==> config.mk <==
export PLATFORM = sky130hd
export DESIGN_NAME = lc3_ctrl
export DESIGN_NICKNAME = d
export VERILOG_FILES = /design/src/rtl/lc3_ctrl_pkg.sv /design/src/rtl/lc3_ctrl_br_cond.sv /design/src/rtl/lc3_ctrl.sv
export SDC_FILE = /design/constraint.sdc
export NUM_CORES = 1
export LEC_CHECK = 0
export ABC_AREA = 1
export BUFFER_PORTS_ARGS = -buffer_cell sky130_fd_sc_hd__buf_2
export CORE_MARGIN = 1
export CORE_UTILIZATION = 27
export DETAILED_ROUTE_END_ITERATION = 8
export SLEW_MARGIN = 20
export SYNTH_ARGS = -nofsm -noshare
export SYNTH_HDL_FRONTEND = slang
export SYNTH_SLANG_ARGS = --single-unit
export TNS_END_PERCENT = 10
==> constraint.sdc <==
create_clock -name clk -period 1.8 [get_ports clk]
set_clock_uncertainty 0.1 [all_clocks]
set_input_delay 0.36 -clock clk [delete_from_list [all_inputs] [get_ports clk]]
set_output_delay 0.36 -clock clk [all_outputs]
set_load 0.02 [all_outputs]
==> src/rtl/lc3_ctrl_pkg.sv <==
// Shared definitions for the LC-3 control unit (package LCp).
// Holds the opcode and controller-state enums, the datapath select encodings,
// and the packed control-word struct that the controller drives.
// Optional feature macro: LC3_CTRL_INDIRECT_EN adds the IND_RD/IND_MAR states
// used by LDI/STI.
package LCp;

  typedef enum logic [3:0] {
    OP_BR   = 4'h0,
    OP_ADD  = 4'h1,
    OP_LD   = 4'h2,
    OP_ST   = 4'h3,
    OP_JSR  = 4'h4,
    OP_AND  = 4'h5,
    OP_LDR  = 4'h6,
    OP_STR  = 4'h7,
    OP_RTI  = 4'h8,
    OP_NOT  = 4'h9,
    OP_LDI  = 4'hA,
    OP_STI  = 4'hB,
    OP_JMP  = 4'hC,
    OP_RES  = 4'hD,
    OP_LEA  = 4'hE,
    OP_TRAP = 4'hF
  } opcode_t;

  // The indirect states only exist when the indirect feature is built in.
  typedef enum logic [4:0] {
    S_FETCH1  = 5'd0,
    S_FETCH2  = 5'd1,
    S_FETCH3  = 5'd2,
    S_DECODE  = 5'd3,
    S_ALU_EX  = 5'd4,
    S_BR_EX   = 5'd5,
    S_JMP_EX  = 5'd6,
    S_LEA_EX  = 5'd7,
    S_ADDR    = 5'd8,
    S_MEM_RD  = 5'd9,
    S_MEM_WB  = 5'd10,
    S_ST_MDR  = 5'd11,
    S_MEM_WR  = 5'd12,
    S_HALT    = 5'd13,
    S_ILLEGAL = 5'd14
`ifdef LC3_CTRL_INDIRECT_EN
    ,
    S_IND_RD  = 5'd15,
    S_IND_MAR = 5'd16
`endif
  } ctrl_state_t;

  // ALU operation codes
  localparam logic [1:0] ALU_ADD  = 2'b00;
  localparam logic [1:0] ALU_AND  = 2'b01;
  localparam logic [1:0] ALU_NOT  = 2'b10;
  localparam logic [1:0] ALU_PASS = 2'b11;

  // PC input mux
  localparam logic [1:0] PCMUX_INC     = 2'b00;
  localparam logic [1:0] PCMUX_ADDRSUM = 2'b01;
  localparam logic [1:0] PCMUX_BUS     = 2'b10;

  // Address adder operand 1
  localparam logic       ADDR1_PC    = 1'b0;
  localparam logic       ADDR1_BASER = 1'b1;

  // Address adder operand 2 (sign-extended offsets)
  localparam logic [1:0] ADDR2_ZERO  = 2'b00;
  localparam logic [1:0] ADDR2_OFF6  = 2'b01;
  localparam logic [1:0] ADDR2_OFF9  = 2'b10;
  localparam logic [1:0] ADDR2_OFF11 = 2'b11;

  // MAR mux
  localparam logic       MARMUX_ZEXT8   = 1'b0;
  localparam logic       MARMUX_ADDRSUM = 1'b1;

  // Complete control word; zero means "do nothing".
  typedef struct packed {
    logic       ld_mar;
    logic       ld_mdr;
    logic       ld_ir;
    logic       ld_pc;
    logic       ld_reg;
    logic       ld_cc;
    logic       gate_pc;
    logic       gate_mdr;
    logic       gate_alu;
    logic       gate_marmux;
    logic [1:0] pcmux_sel;
    logic       addr1_sel;
    logic [1:0] addr2_sel;
    logic       marmux_sel;
    logic [1:0] alu_op;
    logic       sr2_imm;
    logic [2:0] sr1;
    logic [2:0] sr2;
    logic [2:0] dr;
    logic       mem_en;
    logic       mem_we;
    logic       halt;
    logic       illegal;
  } ctrl_out_t;

  // Opcode field of an instruction word
  function automatic opcode_t ir_opcode(input logic [15:0] ir);
    return opcode_t'(ir[15:12]);
  endfunction

endpackage

==> src/rtl/lc3_ctrl_br_cond.sv <==
// LC-3 branch condition: taken when any requested flag (ir[11:9]) matches
// the current condition codes {N,Z,P}.
module lc3_br_cond (
  input  logic [2:0] cond,
  input  logic [2:0] nzp,
  output logic       taken
);

  assign taken = |(cond & nzp);

endmodule

==> src/rtl/lc3_ctrl.sv <==
// LC-3 multicycle control unit: Moore FSM producing register loads, bus
// gates, mux selects and memory handshakes for the LC-3 datapath.
// Optional feature macro: LC3_CTRL_INDIRECT_EN (LDI/STI via IND_RD/IND_MAR;
// without it LDI/STI are treated as illegal instructions).
module lc3_ctrl
  import LCp::*;
(
  input  logic        clk,
  input  logic        rst_n,
  input  logic [15:0] ir,
  input  logic [2:0]  nzp,
  input  logic        mem_rdy,
  output logic        ld_mar,
  output logic        ld_mdr,
  output logic        ld_ir,
  output logic        ld_pc,
  output logic        ld_reg,
  output logic        ld_cc,
  output logic        gate_pc,
  output logic        gate_mdr,
  output logic        gate_alu,
  output logic        gate_marmux,
  output logic [1:0]  pcmux_sel,
  output logic        addr1_sel,
  output logic [1:0]  addr2_sel,
  output logic        marmux_sel,
  output logic [1:0]  alu_op,
  output logic        sr2_imm,
  output logic [2:0]  sr1,
  output logic [2:0]  sr2,
  output logic [2:0]  dr,
  output logic        mem_en,
  output logic        mem_we,
  output logic        halt,
  output logic        illegal
);

  ctrl_state_t state_reg;
  ctrl_state_t state_next;
  ctrl_out_t   ctl_next;
  ctrl_out_t   ctl_out;
  opcode_t     op;
  logic        br_taken;
  logic        unused_ir_bits;

  assign op = ir_opcode(ir);
  // ir[4:3] carry no control meaning (ADD/AND padding, part of offsets).
  assign unused_ir_bits = ^ir[4:3];

  lc3_br_cond u_br_cond (
    .cond  (ir[11:9]),
    .nzp   (nzp),
    .taken (br_taken)
  );

  // State register; reset parks the machine at FETCH1.
  always_ff @(posedge clk or negedge rst_n) begin
    if (!rst_n) state_reg <= S_FETCH1;
    else        state_reg <= state_next;
  end

  // Next-state logic; mem_rdy only matters in the memory wait states.
  always_comb begin
    state_next = state_reg;
    case (state_reg)
      S_FETCH1: state_next = S_FETCH2;
      S_FETCH2: if (mem_rdy) state_next = S_FETCH3;
      S_FETCH3: state_next = S_DECODE;
      S_DECODE: begin
        case (op)
          OP_ADD, OP_AND, OP_NOT:        state_next = S_ALU_EX;
          OP_BR:                         state_next = S_BR_EX;
          OP_JMP, OP_JSR:                state_next = S_JMP_EX;
          OP_LEA:                        state_next = S_LEA_EX;
          OP_LD, OP_ST, OP_LDR, OP_STR:  state_next = S_ADDR;
`ifdef LC3_CTRL_INDIRECT_EN
          OP_LDI, OP_STI:                state_next = S_ADDR;
`endif
          OP_TRAP:                       state_next = S_HALT;
          default:                       state_next = S_ILLEGAL;
        endcase
      end
      S_ALU_EX, S_BR_EX, S_JMP_EX, S_LEA_EX, S_MEM_WB: state_next = S_FETCH1;
      S_ADDR: begin
        case (op)
          OP_LD, OP_LDR:                 state_next = S_MEM_RD;
          OP_ST, OP_STR:                 state_next = S_ST_MDR;
`ifdef LC3_CTRL_INDIRECT_EN
          OP_LDI, OP_STI:                state_next = S_IND_RD;
`endif
          default:                       state_next = S_ILLEGAL;
        endcase
      end
      S_MEM_RD: if (mem_rdy) state_next = S_MEM_WB;
      S_ST_MDR: state_next = S_MEM_WR;
      S_MEM_WR: if (mem_rdy) state_next = S_FETCH1;
`ifdef LC3_CTRL_INDIRECT_EN
      S_IND_RD:  if (mem_rdy) state_next = S_IND_MAR;
      S_IND_MAR: state_next = (op == OP_LDI) ? S_MEM_RD : S_ST_MDR;
`endif
      S_HALT:    state_next = S_HALT;
      S_ILLEGAL: state_next = S_ILLEGAL;
      default:   state_next = S_ILLEGAL;
    endcase
  end

  // Control word decode per state (Moore, except ld_mdr on the mem_rdy cycle
  // and ld_pc on the branch outcome).
  always_comb begin
    ctl_next = '0;
    case (state_reg)
      S_FETCH1: begin
        ctl_next.gate_pc   = 1'b1;
        ctl_next.ld_mar    = 1'b1;
        ctl_next.ld_pc     = 1'b1;
        ctl_next.pcmux_sel = PCMUX_INC;
      end
      S_FETCH2, S_MEM_RD: begin
        ctl_next.mem_en = 1'b1;
        ctl_next.ld_mdr = mem_rdy;
      end
`ifdef LC3_CTRL_INDIRECT_EN
      S_IND_RD: begin
        ctl_next.mem_en = 1'b1;
        ctl_next.ld_mdr = mem_rdy;
      end
      S_IND_MAR: begin
        ctl_next.gate_mdr = 1'b1;
        ctl_next.ld_mar   = 1'b1;
      end
`endif
      S_FETCH3: begin
        ctl_next.gate_mdr = 1'b1;
        ctl_next.ld_ir    = 1'b1;
      end
      S_ALU_EX: begin
        ctl_next.gate_alu = 1'b1;
        ctl_next.ld_reg   = 1'b1;
        ctl_next.ld_cc    = 1'b1;
        ctl_next.dr       = ir[11:9];
        ctl_next.sr1      = ir[8:6];
        ctl_next.sr2      = ir[2:0];
        ctl_next.sr2_imm  = ir[5];
        case (op)
          OP_ADD:  ctl_next.alu_op = ALU_ADD;
          OP_AND:  ctl_next.alu_op = ALU_AND;
          default: ctl_next.alu_op = ALU_NOT;
        endcase
      end
      S_BR_EX: begin
        ctl_next.pcmux_sel = PCMUX_ADDRSUM;
        ctl_next.addr1_sel = ADDR1_PC;
        ctl_next.addr2_sel = ADDR2_OFF9;
        ctl_next.ld_pc     = br_taken;
      end
      S_JMP_EX: begin
        ctl_next.ld_pc     = 1'b1;
        ctl_next.pcmux_sel = PCMUX_ADDRSUM;
        ctl_next.sr1       = ir[8:6];
        ctl_next.addr1_sel = ADDR1_BASER;
        ctl_next.addr2_sel = ADDR2_ZERO;
        if (op == OP_JSR) begin
          // R7 captures the old PC off the bus on the same edge the PC jumps.
          ctl_next.gate_pc = 1'b1;
          ctl_next.ld_reg  = 1'b1;
          ctl_next.dr      = 3'd7;
          if (ir[11]) begin
            ctl_next.addr1_sel = ADDR1_PC;
            ctl_next.addr2_sel = ADDR2_OFF11;
          end
        end
      end
      S_LEA_EX: begin
        ctl_next.gate_marmux = 1'b1;
        ctl_next.marmux_sel  = MARMUX_ADDRSUM;
        ctl_next.addr1_sel   = ADDR1_PC;
        ctl_next.addr2_sel   = ADDR2_OFF9;
        ctl_next.ld_reg      = 1'b1;
        ctl_next.dr          = ir[11:9];
      end
      S_ADDR: begin
        ctl_next.ld_mar      = 1'b1;
        ctl_next.gate_marmux = 1'b1;
        ctl_next.marmux_sel  = MARMUX_ADDRSUM;
        if (op == OP_LDR || op == OP_STR) begin
          ctl_next.addr1_sel = ADDR1_BASER;
          ctl_next.addr2_sel = ADDR2_OFF6;
          ctl_next.sr1       = ir[8:6];
        end else begin
          ctl_next.addr1_sel = ADDR1_PC;
          ctl_next.addr2_sel = ADDR2_OFF9;
        end
      end
      S_ST_MDR: begin
        ctl_next.sr1      = ir[11:9];
        ctl_next.gate_alu = 1'b1;
        ctl_next.alu_op   = ALU_PASS;
        ctl_next.ld_mdr   = 1'b1;
      end
      S_MEM_WR: begin
        ctl_next.mem_en = 1'b1;
        ctl_next.mem_we = 1'b1;
      end
      S_MEM_WB: begin
        ctl_next.gate_mdr = 1'b1;
        ctl_next.ld_reg   = 1'b1;
        ctl_next.ld_cc    = 1'b1;
        ctl_next.dr       = ir[11:9];
      end
      S_HALT:    ctl_next.halt    = 1'b1;
      S_ILLEGAL: ctl_next.illegal = 1'b1;
      default:   ctl_next = '0;
    endcase
  end

  // Reset forces every output low immediately, even mid memory access.
  assign ctl_out = rst_n ? ctl_next : '0;

  assign ld_mar      = ctl_out.ld_mar;
  assign ld_mdr      = ctl_out.ld_mdr;
  assign ld_ir       = ctl_out.ld_ir;
  assign ld_pc       = ctl_out.ld_pc;
  assign ld_reg      = ctl_out.ld_reg;
  assign ld_cc       = ctl_out.ld_cc;
  assign gate_pc     = ctl_out.gate_pc;
  assign gate_mdr    = ctl_out.gate_mdr;
  assign gate_alu    = ctl_out.gate_alu;
  assign gate_marmux = ctl_out.gate_marmux;
  assign pcmux_sel   = ctl_out.pcmux_sel;
  assign addr1_sel   = ctl_out.addr1_sel;
  assign addr2_sel   = ctl_out.addr2_sel;
  assign marmux_sel  = ctl_out.marmux_sel;
  assign alu_op      = ctl_out.alu_op;
  assign sr2_imm     = ctl_out.sr2_imm;
  assign sr1         = ctl_out.sr1;
  assign sr2         = ctl_out.sr2;
  assign dr          = ctl_out.dr;
  assign mem_en      = ctl_out.mem_en;
  assign mem_we      = ctl_out.mem_we;
  assign halt        = ctl_out.halt;
  assign illegal     = ctl_out.illegal;

endmodule

==> results of run 1 <==
what timing repair did:
item / CTS / global route
setup endpoints to repair: 25 / 30
hold endpoints to repair: 4 / 0
hold buffers: 1 / 0
setup buffers: 4 / 0
pin swaps: 2 / 2
resized for setup: 32 / 39
per-stage QoR:
step	setup WS, ns	cells	hold slack (ns)
global route	-0.235	265	0.391
finish	-0.148	265	0.371
floorplan	0.0367	160	-0.0356
CTS	-0.140	265	0.351
detailed placement	0.0279	257	0.194
global placement	0.0397	257	0.194
routing by layer:
layer,up-vias,part of all wire
met5,-,0
met4,0,0.013
met3,4,0.061
met2,50,0.48
met1,535,0.45
li1,650,-
final timing paths:
kind / startpoint / endpoint / slack, ns / cells past startpoint
max in group asynchronous: rst_n / state_reg[1] / 0.84 / 3
min in group asynchronous: rst_n / state_reg[0] / 0.56 / 3
worst min register to register: state_reg[1] / state_reg[3] / 0.58 / 2
worst max-delay path: state_reg[0] / gate_pc / -0.15 / 8
worst max register to register: state_reg[1] / state_reg[3] / 0.37 / 6
worst min-delay path: mem_rdy / state_reg[1] / 0.37 / 3
placed cells by master, fill, tap and decap left out, drive strengths merged, types with 3 or more instances in the layout:
cell type and count:
inv 22, a21oi 16, nor3 4, nand2 56
nor2 28, o21ai 6, dfrtp 4, buf 74
nand3 11, clkbuf 3
logic make-up (layout without fill, tap and decap cells):
logic type	after synthesis	count (layout)	share of synthesized area
other	1	1	0.00481
and+or+nand+nor	102	102	0.549
buffers and inverters	28	102	0.146
DFF	4	4	0.128
AOI/OAI and AO/OA	25	25	0.172
critical path: cells and delay by family, from the launching register on:
| family | cells | cell delay, ns |
|---|---|---|
| buffers and inverters | 4 | 0.44 |
| DFF | 1 | 0.42 |
| and+or+nand+nor | 3 | 0.26 |
| AOI/OAI and AO/OA | 1 | 0.13 |
layout make-up:
| class | instances | share of cell area |
|---|---|---|
| flip-flops and latches | 4 | 0.0681 |
| repair buffers | 75 | 0.360 |
| multi-input cells | 128 | 0.468 |
| well taps | 31 | 0.0261 |
| inverters | 24 | 0.0622 |
| clock buffers | 3 | 0.0151 |
power by group:
group	total, mW	leakage [nW]	switching [mW]	internal, mW
combinational	1.38	0.760	0.802	0.579
clock	0.111	0.0138	0.0368	0.0745
sequential	0.197	0.0491	0.0607	0.136
total	1.69	0.823	0.900	0.790
==> summary.txt, run 1 <==
Status
  • Status: finished with violations
  • Failing checks: negative setup slack

Pwr
  • Peak supply drop: 0.000584 V
  • Pwr/cell area: 1140 nW/um^2
  • Design Power: 1.69 mW
  • Leak: 0.823 nW

Floorplan
  • Rows: 19
  • Core Area: around 2700 um^2
  • Vert. Die Dim: ~56 um
  • IO Count: 54
  • Die area: 3110 um^2
  • Die W: roughly 56 um
  • Initial core utilization: 0.285

Hold path
  • Path category of the worst min-delay check: input port to flip-flop

Synthesis
  • Top_reg_cell synth: dfrtp_1
  • Synth area leaders: nand2_1 (25%), dfrtp_1 (13%), nor2_1 (12%)
  • Top cell type's share of synthesized area: 0.250
  • Syn avg cell area: just under 5 um^2
  • Top cells by instance count after synthesis: nand2_1 (52), nor2_1 (25), inv_1 (17), a21oi_1 (15), nand3_1 (11)
  • Syn. warnings: 0
  • Most frequent cell after synthesis: nand2_1
  • Sequential share of the synthesized area: 0.128
  • Syn Inst Count: 160
  • #FFs+latches synth: 4
  • Netlist cell types: 23
  • Syn_nets: ~180
  • Cell Area, Synth: 779 um^2
  • Ys async rst share: 1.00
  • Area leader, netlist: nand2_1
  • Post-synth EDFFs: 0

Final layout
  • Fillers: 284
  • Cell area after layout: 1490 um^2
  • Reg area: 101 um^2
  • Diode count: 0
  • Layout cells sized above 1: 0.534
  • Multi-input gate area: between 600 and 700 um^2
  • Final core utilization: 0.544
  • Max FFs per register: 4
  • Layout area overhead: 90.9%
  • Final Net Count: 258

Route
  • Pre-antenna DRT Iters: 4
  • Post-DR vias/cell: 4.68
  • Initial DRC count: 51
  • Post-detailed-route count of antenna-violating nets: 0
  • # DRC: 0
  • Final WL: 2820 um
  • Total number of vias: 1239
  • WL/cell: 10.6 um

Worst setup path
  • Cell repeated most along the worst path: inv_2
  • Setup CP Type: flip-flop to output pin
  • Arr. time, crit path: 1.49 ns
  • Slowest cell on crit path: dfrtp_1
  • Crit path largest cell delay: about 0.42 ns
  • Critical path required time: around 1.3 ns
  • Worst setup EP type: output pin
  • Crit path max fanout: 4
  • Startpoint Class: flip-flop
  • CP Cell Sequence: inv_2, nand2_2, inv_2, nand2_4, nor2_4, inv_2, a21oi_1, buf_4

Place
  • Placement Cell Area: approximately 1200 um^2
  • Placer Congestion: roughly 0.93
  • PortBufs: 50
  • Hpwl dp: roughly 2200 um

Timing
  • Final setup vio count: 18
  • Final period utilization: 1.08
  • Minimum clock period: around 1.9 ns
  • Max-slew violations: 0
  • Final Hold Viols: 0
  • Sum Neg Setup Slack: -1.74 ns
  • Maximum clock frequency: between 500 and 600 MHz
  • RSZ-0062 raised after global routing: true
  • Final WS setup: -0.148 ns

GRT
  • Met1 usage: 0.221
  • Met3 usage: 0.0209
  • Initial antenna violation count: 0
  • Global Route met2 Usage: 0.289
  • First-pass GRT wire length: 4240 um
  • GRT busiest layer: met2
  • Total track usage: 0.171
  • Vias in the first global route: 1024
  • Largest net degree at the start of global routing: 17
  • Global route total overflow: 0

Clock network
  • Root Buffer: clkbuf_4
  • Cts bufs inserted: 3
  • Later-pin clock latency in the skew report: 0.24 ns
  • CTS Buffer Depth: 2
  • Clk sink count: 4
  • Htree depth: 1
  • Clock slew at the register clock pins of the worst setup and hold paths: 0.04 ns
  • CTS tree: built

Job
  • Maximum capacitance violations: 0
(Power assumes the default switching activity.)
==> inputs of run 2 (changes only) <==
--- a/config.mk
+++ b/config.mk
@@ -6,10 +6,11 @@
 export NUM_CORES = 1
 export LEC_CHECK = 0
 export ABC_AREA = 1
-export BUFFER_PORTS_ARGS = -buffer_cell sky130_fd_sc_hd__buf_2
 export CORE_MARGIN = 1
 export CORE_UTILIZATION = 27
 export DETAILED_ROUTE_END_ITERATION = 8
+export DONT_BUFFER_PORTS = 1
+export PLACE_DENSITY = 0.42
 export SLEW_MARGIN = 20
 export SYNTH_ARGS = -nofsm -noshare
 export SYNTH_HDL_FRONTEND = slang
==> run 2 against run 1 <==
  * The run still ends with negative setup slack left
  * Count of clock-buffer cells in the layout is the same
  * Cell count shrank 9.8%
  * Via count shrank 6.0%
  * Combinational power is essentially flat
  * Hold slack lost 0.16 ns
  * Die area is the same
  * Sequential power is essentially flat
  * First-iteration DRC count shrank 9.8%
  * Core utilization shrank 5.0 points
  * Fmax shrank 0.22%
  * Non-clock buffer count shrank 26
  * Design area shrank 9.3%
==> summary.txt, run 2 (same netlist as run 1, synthesis figures left out) <==
Worst setup path
  • Startpoint Class: flip-flop
  • Setup CP Type: flip-flop to output pin
  • Crit path largest cell delay: ~0.42 ns
  • CP bufs+invs: 3
  • R2R setup slack: 0.30 ns
  • Crit path max fanout: 4
  • Arr. time, crit path: 1.49 ns
  • Critical path required time: 1.34 ns
  • Worst Reg-to-Reg Cells: 6
  • Worst R2R Start: state_reg[2]
  • CP Cell Sequence: inv_2, nand2_2, inv_2, nand2_4, nor2_4, nand2_2, a21oi_2, buf_4
  • Slowest cell on crit path: dfrtp_1
  • Family with the most delay on the worst path: flip-flops
  • Worst r2r dst: state_reg[2]
  • Worst setup EP type: output pin

Place
  • PortBufs: 0
  • Hpwl dp: 2160 um
  • Placer Congestion: 0.865

Clock network
  • CTS Buffer Depth: 2
  • Htree depth: 1
  • CTS tree: built
  • Later-pin clock latency in the skew report: 0.23 ns
  • Clock slew at the register clock pins of the worst setup and hold paths: 0.04 ns
  • Cts bufs inserted: 3
  • Root Buffer: clkbuf_4
  • Clk sink count: 4

Floorplan
  • IO Count: 54
  • Initial core utilization: 0.285
  • Die area: 3110 um^2
  • Vert. Die Dim: between 50 and 60 um
  • Rows: 19
  • Core Area: 2730 um^2
  • Die W: 55.7 um

GRT
  • Largest net degree at the start of global routing: 15
  • Global Route met2 Usage: 0.301
  • GRT busiest layer: met2
  • Vias in the first global route: 1041
  • Initial antenna violation count: 0
  • Global route total overflow: 0
  • Met1 usage: 0.216
  • Total track usage: 0.176
  • First-pass GRT wire length: between 4000 and 5000 um
  • Met3 usage: 0.0349

Route
  • Final WL: 2790 um
  • Total number of vias: about 1200
  • WL/cell: 11.7 um
  • Post-detailed-route count of antenna-violating nets: 0
  • Post-DR vias/cell: 4.87
  • Initial DRC count: 46
  • # DRC: 0
  • Pre-antenna DRT Iters: 4

Timing
  • RSZ-0062 raised after global routing: true
  • Final WS setup: -0.153 ns
  • Maximum clock frequency: about 510 MHz
  • Minimum clock period: between 1.5 and 2 ns
  • Final Hold Viols: 0
  • Final setup vio count: 26
  • Max-slew violations: 0
  • Hold Slack: ~0.21 ns
  • Sum Neg Setup Slack: -2.09 ns
  • Final period utilization: 1.08

Final layout
  • Max FFs per register: 4
  • Commonest non-fill, non-tap cell in the layout: buf_4
  • Layout cells sized above 1: 0.495
  • Final Net Count: 232
  • Diode count: 0
  • Final core utilization: 0.494
  • Layout area overhead: 73.2%
  • Most frequent cells in the layout: buf_4 (45), nand2_1 (40), nor2_1 (20)

Status
  • Status: finished with violations
  • Failing checks: negative setup slack

Pwr
  • Peak supply drop: 0.000988 V
  • Leak: slightly above 0.7 nW
  • Pwr/cell area: roughly 1300 nW/um^2

Hold path
  • Sink of the worst hold path: state_reg[3]
  • Path category of the worst min-delay check: input port to flip-flop
  • Hold_sp: mem_rdy
  • Hold path cells: 2

Job
  • Maximum capacitance violations: 0
[run 2: cell count changes in the layout (fill, tap and decap cells not counted), moves of 2 or more]
| cell | change |
|---|---|
| buf_2 | -26 |
| buf_6 | -3 |
| buf_4 | +4 |
| nor2_1 | -2 |
| nor2_4 | +2 |
[run 2: cell type report]
type                            instances  area [um^2]
Clock buffer                            3         22.5
Fill cell                             283         1380
Inverter                               24         95.1
Multi-Input combinational cell        128          711
Sequential cell                         4          101
Tap cell                               31         38.8
Timing Repair Buffer                   49          382
[run 2: what timing repair did]
action	4_1_cts	5_1_grt
setup buffers	3	6
resized for setup	21	31
pin swaps	3	6
setup endpoints to repair	25	30
hold buffers	1	0
hold endpoints to repair	4	0
[run 2: how the worst max path moves through the flow]
stage                 start            to  slack, ns  cells after the start
3_5_place_dp   state_reg[3]  addr2_sel[1]       0.04                      8
5_1_grt        state_reg[0]         dr[0]      -0.25                      8
3_3_place_gp   state_reg[1]        sr1[0]       0.07                      9
2_1_floorplan  state_reg[0]  addr2_sel[1]       0.04                      7
6_report       state_reg[0]  addr2_sel[1]      -0.15                      8
4_1_cts        state_reg[1]        ld_reg      -0.13                      7
[run 2: routing by layer]
layer / share of wire / wire [um]
met3: 0.057 / 159
met2: 0.52 / 1460
met1: 0.42 / 1170
met4: 0 / 0
met5: 0 / 0
[run 2: per-stage QoR]
| step | worst slack (ns) | power (mW) | cell area [um^2] | instances |
|---|---|---|---|---|
| 6_report | -0.153 | 1.72 | 1350 | 239 |
| 3_5_place_dp | 0.0432 | 1.26 | 1100 | 226 |
| 5_1_grt | -0.247 | 1.86 | 1350 | 239 |
| 3_3_place_gp | 0.0704 | 1.26 | 1100 | 226 |
| 2_1_floorplan | 0.0367 | 0.855 | 792 | 160 |
| 4_1_cts | -0.129 | 1.48 | 1200 | 233 |
[run 2: report_power, final]
group | switching [mW] | leakage [nW] | internal, mW
Clock | 0.0315 | 0.0138 | 0.0742
Combinational | 0.822 | 0.653 | 0.588
Sequential | 0.0643 | 0.0491 | 0.136
Total | 0.918 | 0.716 | 0.798
[run 2: worst reg2reg max path: cells and delay by family, from the launching register on]
family / cells / cell delay, ns
flip-flops: 1 / 0.43
AND/OR/NAND/NOR: 3 / 0.41
AO/OA/AOI/OAI: 1 / 0.19
buffers and inverters: 2 / 0.23
==> inputs of run 3 (changes only) <==
--- a/config.mk
+++ b/config.mk
@@ -10,7 +10,7 @@
 export CORE_UTILIZATION = 27
 export DETAILED_ROUTE_END_ITERATION = 8
 export DONT_BUFFER_PORTS = 1
-export PLACE_DENSITY = 0.42
+export PLACE_DENSITY_LB_ADDON = 0.25
 export SLEW_MARGIN = 20
 export SYNTH_ARGS = -nofsm -noshare
 export SYNTH_HDL_FRONTEND = slang
==> run 3 against run 2 <==
  * The flow still finishes with violations (negative setup slack)
  * Combinational power about the same
  * Critical endpoint is now gate_pc
  * Largest power group unchanged
  * Power rose by 1.8%
  * Sequential share of layout area rose by 0.066 points
  * Core utilization increased by 0.78 points
  * Non-clock buffer count fell by 2
  * Register-to-register slack improved by 0.04 ns
  * First-iteration DRC count shrank 8.7%
  * Sequential power grew 14%
  * Critical path type unchanged
==> summary.txt, run 3 (same netlist as run 1, synthesis figures left out) <==
Floorplan
  • Die area: approximately 3100 um^2
  • Rows: 19
  • Initial core utilization: 0.285
  • Die W: 55.7 um
  • IO Count: 54
  • Vert. Die Dim: 55.7 um
  • Core Area: 2730 um^2

Clock network
  • Later-pin clock latency in the skew report: 0.23 ns
  • CTS Buffer Depth: 2
  • Clk sink count: 4
  • CTS tree: built
  • Clock slew at the register clock pins of the worst setup and hold paths: 0.04 ns
  • Cts bufs inserted: 3
  • Htree depth: 1
  • Root Buffer: clkbuf_4

Route
  • Final WL: ~2900 um
  • Post-DR vias/cell: a little under 5
  • Pre-antenna DRT Iters: 4
  • WL/cell: 12.1 um
  • Post-detailed-route count of antenna-violating nets: 0
  • Initial DRC count: 42
  • # DRC: 0
  • Total number of vias: 1166

Final layout
  • Max FFs per register: 4
  • Most frequent cells in the layout: buf_4 (44), nand2_1 (42), nor2_1 (21)
  • Final Net Count: 230
  • Commonest non-fill, non-tap cell in the layout: buf_4
  • Diode count: 0
  • Layout cells sized above 1: 0.490
  • Fillers: ~280
  • Layout area overhead: 75.9%

GRT
  • Met1 usage: 0.234
  • Global route total overflow: 0
  • Global Route met2 Usage: 0.289
  • Initial antenna violation count: 0
  • Largest net degree at the start of global routing: 15
  • Total track usage: 0.172
  • First-pass GRT wire length: 4350 um
  • Vias in the first global route: between 900 and 1000
  • GRT busiest layer: met2
  • Met3 usage: 0.0302

Timing
  • Final period utilization: 1.08
  • Final WS setup: -0.142 ns
  • Minimum clock period: just under 2 ns
  • Max-slew violations: 0
  • RSZ-0062 raised after global routing: true
  • Final setup vio count: 25
  • Final Hold Viols: 0
  • Maximum clock frequency: just over 500 MHz

Job
  • Maximum capacitance violations: 0

Pwr
  • Leak: 0.724 nW
  • Pwr/cell area: 1270 nW/um^2
  • Design Power: approximately 1.7 mW
  • Peak supply drop: 0.00109 V

Place
  • Placer Congestion: 0.866
  • PortBufs: 0
  • Hpwl dp: 2160 um
  • Worst slack, placed: 0.00404 ns

Worst setup path
  • Worst Reg-to-Reg Cells: 6
  • Startpoint Class: flip-flop
  • Arr. time, crit path: 1.48 ns
  • Critical path required time: around 1.3 ns
  • Worst R2R Start: state_reg[0]
  • Worst r2r dst: state_reg[3]
  • R2R setup slack: 0.34 ns
  • Crit path max fanout: 5
  • Crit. Startpoint: state_reg[0]
  • Setup CP Type: flip-flop to output pin
  • Worst setup EP type: output pin

Hold path
  • Sink of the worst hold path: state_reg[3]
  • Hold_sp: mem_rdy
  • Hold path cells: 2
  • Path category of the worst min-delay check: input port to flip-flop

Status
  • Status: finished with violations
  • Failing checks: negative setup slack
## run 3: cell count changes in the layout (fill, tap and decap cells not counted), moves of 2 or more
cell	previous run	this run
nand2_4	3	8
nand2_2	13	6
nand3_2	2	0
inv_2	11	8
dfrtp_1	3	1
dfrtp_2	1	3
nand3_4	0	2
nor2_4	5	3
nand2_1	40	42
## run 3: area by class of cell
| cell class | count | area [um^2] | share of cell area |
|---|---|---|---|
| multi-input combinational | 128 | 741 | 0.540 |
| timing repair buffer | 47 | 363 | 0.265 |
| sequential | 4 | 104 | 0.0757 |
| inverter | 24 | 103 | 0.0748 |
| tap | 31 | 38.8 | 0.0283 |
| clock buffer | 3 | 22.5 | 0.0164 |
## run 3: metal layers
metal,vias up,wire length [um]
li1,602,-
met1,531,1310
met2,33,1440
met3,0,117
met4,0,0
met5,-,0
## run 3: worst max-delay path by stage
stage | slack (ns) | to | cells after the start
floorplan | 0.04 | addr2_sel[1] | 7
global placement | 0.03 | sr1[1] | 9
detailed placement | 0.004 | sr1[2] | 9
CTS | -0.12 | addr2_sel[1] | 8
global route | -0.22 | addr2_sel[1] | 8
finish | -0.14 | gate_pc | 8
## run 3: critical path, stage by stage (launching register included)
cell and delay (ns):
dfrtp_2 0.45, inv_4 0.12, nand2_4 0.06, inv_4 0.08, nand2_4 0.06, nor2_4 0.13, inv_2 0.07, a21oi_1 0.12
buf_4 0.15
## run 3: metrics by stage
| stage | setup TNS (ns) | hold WS, ns | cells | util | instance area [um^2] |
|---|---|---|---|---|---|
| finish | -2.23 | 0.211 | 237 | 0.502 | 1370 |
| global route | -4.28 | 0.220 | 237 | 0.502 | 1370 |
| CTS | -1.88 | 0.199 | 235 | 0.444 | 1210 |
| detailed placement | 0 | -0.0353 | 226 | 0.402 | 1100 |
| global placement | 0 | -0.0353 | 226 | 0.402 | 1100 |
| floorplan | 0 | -0.0356 | 160 | - | 792 |
## run 3: what timing repair did
action	CTS	global route
pin swaps	3	13
hold buffers	1	0
resized for setup	21	38
buffers inserted	5	2
endpoints found under the setup margin	28	29
endpoints found under the hold margin	4	0
## run 3: power breakdown
group	internal, mW	total [mW]	switching (mW)
Combinational	0.580	1.41	0.830
Clock	0.0744	0.108	0.0340
Sequential	0.140	0.228	0.0881
Total	0.794	1.75	0.952
